--- src/rtl/frame_buf_arbiter.sv ---
// ADC frame buffer owner: arbitrates the 512x16 SRAM between ADC, AC and RO,
// tracks the circular head frame and write-protects it.
module frame_buf_arbiter #(
  parameter int DEBUG_BUS_SIZE = 4,
  parameter bit RR_EN          = 1'b1
) (
  input  logic                      clk,
  input  logic                      rstb,
  input  logic                      buf_clr,
  input  logic                      adc_req,
  input  logic [5:0]                adc_chan,
  input  logic [15:0]               adc_wdata,
  input  logic                      adc_frame_done,
  input  logic                      ac_req,
  input  logic                      ac_we,
  input  logic [8:0]                ac_addr,
  input  logic [15:0]               ac_wdata,
  output logic                      ac_gnt,
  output logic                      ac_rvalid,
  input  logic                      ro_req,
  input  logic [8:0]                ro_addr,
  output logic                      ro_gnt,
  output logic                      ro_rvalid,
  output logic [15:0]               rdata,
  output logic                      mem_en,
  output logic                      mem_we,
  output logic [8:0]                mem_addr,
  output logic [15:0]               mem_din,
  input  logic [15:0]               mem_dout,
  output logic [2:0]                mem_head_ptr,
  output logic                      frame_rdy,
  output logic [3:0]                fill_cnt,
  output logic                      collision_err,
  output logic [DEBUG_BUS_SIZE-1:0] debug
);

  localparam logic WIN_AC = 1'b0;
  localparam logic WIN_RO = 1'b1;

  logic last_win;
  logic ac_first;
  logic collide;

  // AC takes a tie when RR is off, or when RO had the last grant
  assign ac_first = !RR_EN || (last_win == WIN_RO);

  assign ac_gnt = !adc_req && ac_req && (!ro_req || ac_first);
  assign ro_gnt = !adc_req && ro_req && !(ac_req && ac_first);

  assign collide = ac_gnt && ac_we &&
                   (ac_addr[8:6] == mem_head_ptr);

  assign rdata = mem_dout;

  always_comb begin
    mem_en   = 1'b0;
    mem_we   = 1'b0;
    mem_addr = '0;
    mem_din  = '0;
    unique case (1'b1)
      adc_req: begin
        mem_en   = 1'b1;
        mem_we   = 1'b1;
        mem_addr = {mem_head_ptr, adc_chan};
        mem_din  = adc_wdata;
      end
      ac_gnt: begin
        if (!collide) begin
          mem_en   = 1'b1;
          mem_we   = ac_we;
          mem_addr = ac_addr;
          mem_din  = ac_we ? ac_wdata : 16'h0;
        end
      end
      ro_gnt: begin
        mem_en   = 1'b1;
        mem_addr = ro_addr;
      end
      default: ;
    endcase
  end

  always_comb begin
    debug      = '0;
    debug[3:0] = {last_win, ro_gnt, ac_gnt, adc_req};
  end

  always_ff @(posedge clk or negedge rstb) begin
    if (!rstb) begin
      mem_head_ptr  <= 3'd0;
      fill_cnt      <= 4'd0;
      collision_err <= 1'b0;
      last_win      <= WIN_RO;
      frame_rdy     <= 1'b0;
      ac_rvalid     <= 1'b0;
      ro_rvalid     <= 1'b0;
    end else if (buf_clr) begin
      mem_head_ptr  <= 3'd0;
      fill_cnt      <= 4'd0;
      collision_err <= 1'b0;
      last_win      <= WIN_RO;
      frame_rdy     <= 1'b0;
      ac_rvalid     <= 1'b0;
      ro_rvalid     <= 1'b0;
    end else begin
      ac_rvalid <= ac_gnt && !ac_we;
      ro_rvalid <= ro_gnt;
      frame_rdy <= adc_frame_done;
      if (collide)
        collision_err <= 1'b1;
      if (ac_gnt)
        last_win <= WIN_AC;
      else if (ro_gnt)
        last_win <= WIN_RO;
      if (adc_frame_done) begin
        mem_head_ptr <= mem_head_ptr + 3'd1;
        if (fill_cnt != 4'd8)
          fill_cnt <= fill_cnt + 4'd1;
      end
    end
  end

endmodule

--- config.mk ---
export PLATFORM = sky130hd
export DESIGN_NAME = frame_buf_arbiter
export DESIGN_NICKNAME = d
export VERILOG_FILES = /design/src/rtl/frame_buf_arbiter.sv
export SDC_FILE = /design/constraint.sdc
export NUM_CORES = 1
export LEC_CHECK = 0
export CORE_ASPECT_RATIO = 1.4
export CORE_MARGIN = 3
export CORE_UTILIZATION = 29
export CTS_CLUSTER_SIZE = 14
export DETAILED_ROUTE_END_ITERATION = 12
export PLACE_DENSITY = 0.81
export RECOVER_POWER = 50
export SYNTH_ARGS = -nofsm -noshare
export SYNTH_HDL_FRONTEND = slang
export SYNTH_SLANG_ARGS = --single-unit
export TNS_END_PERCENT = 5
--- constraint.sdc ---
create_clock -name clk -period 1.9 [get_ports clk]
set_clock_uncertainty 0.05 [all_clocks]
set_input_delay 0.38 -clock clk [delete_from_list [all_inputs] [get_ports clk]]
set_output_delay 0.38 -clock clk [all_outputs]
set_load 0.1 [all_outputs]
==> impl_summary.log <==
INFO  metric chipWidth = 63.9 um
INFO  metric syn_inst = 185
INFO  metric timing.final.ws_setup = -0.352 ns
INFO  metric maxCapViolCount = 0
INFO  metric final.hold.worst_slack = 0.490 ns
INFO  metric detail_route.iter0.violations = 109
INFO  metric remaining_drc_errors = 0
INFO  metric violations = setup timing
INFO  metric criticalPathCategory = flop to primary output
INFO  metric endpoint_kind = primary output
INFO  metric post-place-cells = 343
INFO  metric io_buffer_count = 107
INFO  metric cts_hold_repair.buffers = 0
INFO  metric cellPowerDensity = 525 nW/um^2
INFO  metric ctsLongestPathBuffers = 2
INFO  metric antenna_found_initial = 0
INFO  metric worst_setup_hold_path_clk_slew = 0.05 ns
INFO  metric cts_tree = yes
INFO  metric postSynth.asyncResetShare = 100%
INFO  metric flow.area_growth_from_synthesis = 147%
INFO  metric syn_nets = 268
INFO  metric dpl.hpwl = 4.71 mm
INFO  metric insertion_delay = 0.25 ns
INFO  metric ys.warnings.count = 0
INFO  metric filler_cell_count = 290
INFO  metric via_count_of_the_first_global_routing_pass = 1903
INFO  metric dominantRegCellSynth = sky130_fd_sc_hd__dfrtp_1
INFO  metric final_cells = 349
INFO  metric start_util = 31.1%
INFO  metric tightestPinTransition = 0.520 ns
INFO  metric yosysSeqAreaShare = 22.1%
INFO  metric p_leak = 1.41 nW
INFO  metric fin_util = 76.8%
INFO  metric setup.worst_path.start_class = flop
INFO  metric register_area = 313 um^2
INFO  metric fin_crit_sh = 119%
INFO  metric yosys_register_bits = 12
INFO  metric grt_start_max_net_pins = 24
INFO  metric syn-mean-instance-area = 7.37 um^2
INFO  metric crit_fanout = 6
INFO  metric design.core.area = 4380 um^2
INFO  metric grt_pass1_wl = 9.24 mm
INFO  metric gp_congestion = 0.848
INFO  metric ff2ff_setup_slack = 0.35 ns
INFO  metric numCtsBuffers = 3
INFO  metric h_tree_levels = 1
INFO  metric globalRouteOverflowTotal = 0
INFO  metric run_status = finished with violations
INFO  metric die_area = 5570 um^2
INFO  metric finalWirelength = 5.64 mm
INFO  metric routed_length_per_placed_instance = 16.2 um
INFO  metric via_per_inst = 4.95
INFO  metric clock-sinks = 12
INFO  metric syn-cell-area = 1360 um^2
INFO  metric rsz_0062_raised_after_global_routing = yes
INFO  metric gr-usage-all-layers = 21.2%
INFO  metric irDropWorstVdd = 0.000553 V
INFO  metric fmax = 444 MHz
INFO  metric worst_ep_required_time = 1.47 ns
INFO  metric multi_input_area = 1070 um^2
INFO  metric drt-pass1-iter-count = 4
INFO  metric hold_path_class = input port to async pin
INFO  metric cts_root_buffer = sky130_fd_sc_hd__clkbuf_8
INFO  metric final_max_slew_viol_count = 0
INFO  metric hold_vio_cnt_final = 0
INFO  metric die-height = 87.1 um
INFO  metric max_slew_headroom = 65.2%
INFO  metric nNetsFinal = 373
INFO  metric final_antenna_net_count = 0
INFO  metric crit_arrival = 1.82 ns
INFO  metric final_layout_size_suffix_gt1_share = 40.1%
INFO  metric finalSetupViolations = 29
INFO  metric synth-edff-count = 0
INFO  metric floorplan.io_pins = 140
INFO  metric via_count = 1728
INFO  metric period_needed = 2.25 ns
INFO  metric num_antenna_cells = 0
INFO  metric synth_cell_type_count = 37
INFO  metric placementRows = 28
## metrics by stage
stage | instance area (um^2) | total power [W] | TNS (ns) | setup WS [ns]
after floorplan | 1670 | 0.00116 | -13.63 | -0.552
after global placement | 3270 | 0.00149 | -12.26 | -0.471
after detailed placement | 3270 | 0.00152 | -13.13 | -0.513
after CTS | 3360 | 0.00178 | -6.98 | -0.361
final | 3360 | 0.00177 | -6.79 | -0.352
after global routing | 3360 | 0.00183 | -8.21 | -0.388
## per-layer routing
metal	global-route usage, %	part of all wire [%]	vias to the layer above
met2	41.0	57	79
met4	9.63	2.6	0
met5	0	0	-
met3	2.84	5.8	13
li1	-	-	838
met1	22.3	34	798
## what timing repair did
item                                   4_1_cts  5_1_grt
gates resized for setup                     10        1
buffers inserted                             1        0
pin swaps                                    3        2
setup endpoints to repair                   31       31
endpoints found under the hold margin        0        0
cloned                                       1        0
## cells in the final DEF (no fill, tap or decap), types with 6 or more instances in the layout
cell,Yosys,layout
sky130_fd_sc_hd__a22oi_1,9,9
sky130_fd_sc_hd__buf_12,0,48
sky130_fd_sc_hd__buf_4,23,20
sky130_fd_sc_hd__clkdlybuf4s50_1,0,55
sky130_fd_sc_hd__dfrtp_1,11,8
sky130_fd_sc_hd__dlygate4sd2_1,0,7
sky130_fd_sc_hd__inv_1,17,16
sky130_fd_sc_hd__nand2_1,20,20
sky130_fd_sc_hd__nand4_1,16,16
sky130_fd_sc_hd__nor2_1,7,6
sky130_fd_sc_hd__nor2b_1,10,10
sky130_fd_sc_hd__o21ai_2,0,16
sky130_fd_sc_hd__o31ai_4,0,9
## cell type report
type	count	area share, %
Clock buffer	4	1.34
Inverter	17	2.01
Multi-Input combinational cell	122	32.0
Sequential cell	12	9.30
Tap cell	60	2.23
Timing Repair Buffer	134	53.2
## logic make-up (layout without fill, tap and decap cells)
family / after synthesis / after routing / synth area share, %
and+or+nand+nor: 67 / 67 / 27.4
xor gates and xnor gates: 6 / 6 / 3.86
muxes: 1 / 1 / 0.735
buffers and inverters: 51 / 155 / 22.0
DFF: 12 / 12 / 22.1
AOI/OAI and AO/OA: 45 / 45 / 21.1
adders and majority gates: 3 / 3 / 2.76
## critical path, cell delays in order (launching register included)
cell,delay [ns]
sky130_fd_sc_hd__dfrtp_4,0.50
sky130_fd_sc_hd__xor2_4,0.18
sky130_fd_sc_hd__nor4b_4,0.31
sky130_fd_sc_hd__buf_4,0.17
sky130_fd_sc_hd__buf_12,0.14
sky130_fd_sc_hd__o31ai_4,0.07
sky130_fd_sc_hd__buf_12,0.19
## state kept, by name, summed over array words and instances (netlist names)
register / flops
ac_first: 1
ac_rvalid: 1
collision_err: 1
fill_cnt: 4
frame_rdy: 1
mem_head_ptr: 3
ro_rvalid: 1
## report_power, final
part / total (W) / internal [W] / switching [W]
combinational: 0.00123 / 0.000499 / 0.000731
sequential: 0.000289 / 0.000272 / 0.0000171
clock: 0.000249 / 0.000148 / 0.000101
## cells in the mapped netlist, types with 2 or more instances
cell | number | area share (%)
sky130_fd_sc_hd__nand3_1 | 3 | 1.1
sky130_fd_sc_hd__xor2_1 | 5 | 3.2
sky130_fd_sc_hd__a22oi_1 | 9 | 5.0
sky130_fd_sc_hd__o31ai_1 | 9 | 5.0
sky130_fd_sc_hd__ha_1 | 3 | 2.8
sky130_fd_sc_hd__nand2_1 | 20 | 5.5
sky130_fd_sc_hd__buf_2 | 6 | 2.2
sky130_fd_sc_hd__buf_6 | 2 | 1.7
sky130_fd_sc_hd__nand4_1 | 16 | 7.3
sky130_fd_sc_hd__inv_1 | 17 | 4.7
sky130_fd_sc_hd__nor2b_1 | 10 | 4.6
sky130_fd_sc_hd__buf_4 | 23 | 13
sky130_fd_sc_hd__a21oi_1 | 3 | 1.1
sky130_fd_sc_hd__clkbuf_1 | 2 | 0.55
sky130_fd_sc_hd__nor2_1 | 7 | 1.9
sky130_fd_sc_hd__nor3_1 | 2 | 0.73
sky130_fd_sc_hd__o21ai_0 | 15 | 5.5
sky130_fd_sc_hd__o21ai_1 | 4 | 1.5
sky130_fd_sc_hd__dfrtp_1 | 11 | 20
## worst paths after layout
path,endpoint,from,depth (start not counted)
min in group clk,ac_rvalid$_DFF_PN0_,ac_we,2
worst min register to register,collision_err$_DFFE_PN0P_,collision_err$_DFFE_PN0P_,1
worst max-delay path,mem_addr[6],mem_head_ptr[2]$_DFFE_PN0P_,6
worst min-delay path,fill_cnt[0]$_DFFE_PN0P_,rstb,1
worst max register to register,collision_err$_DFFE_PN0P_,mem_head_ptr[2]$_DFFE_PN0P_,4
max in group asynchronous,mem_head_ptr[2]$_DFFE_PN0P_,rstb,1
No activity file was read; power rests on OpenSTA's default activity.
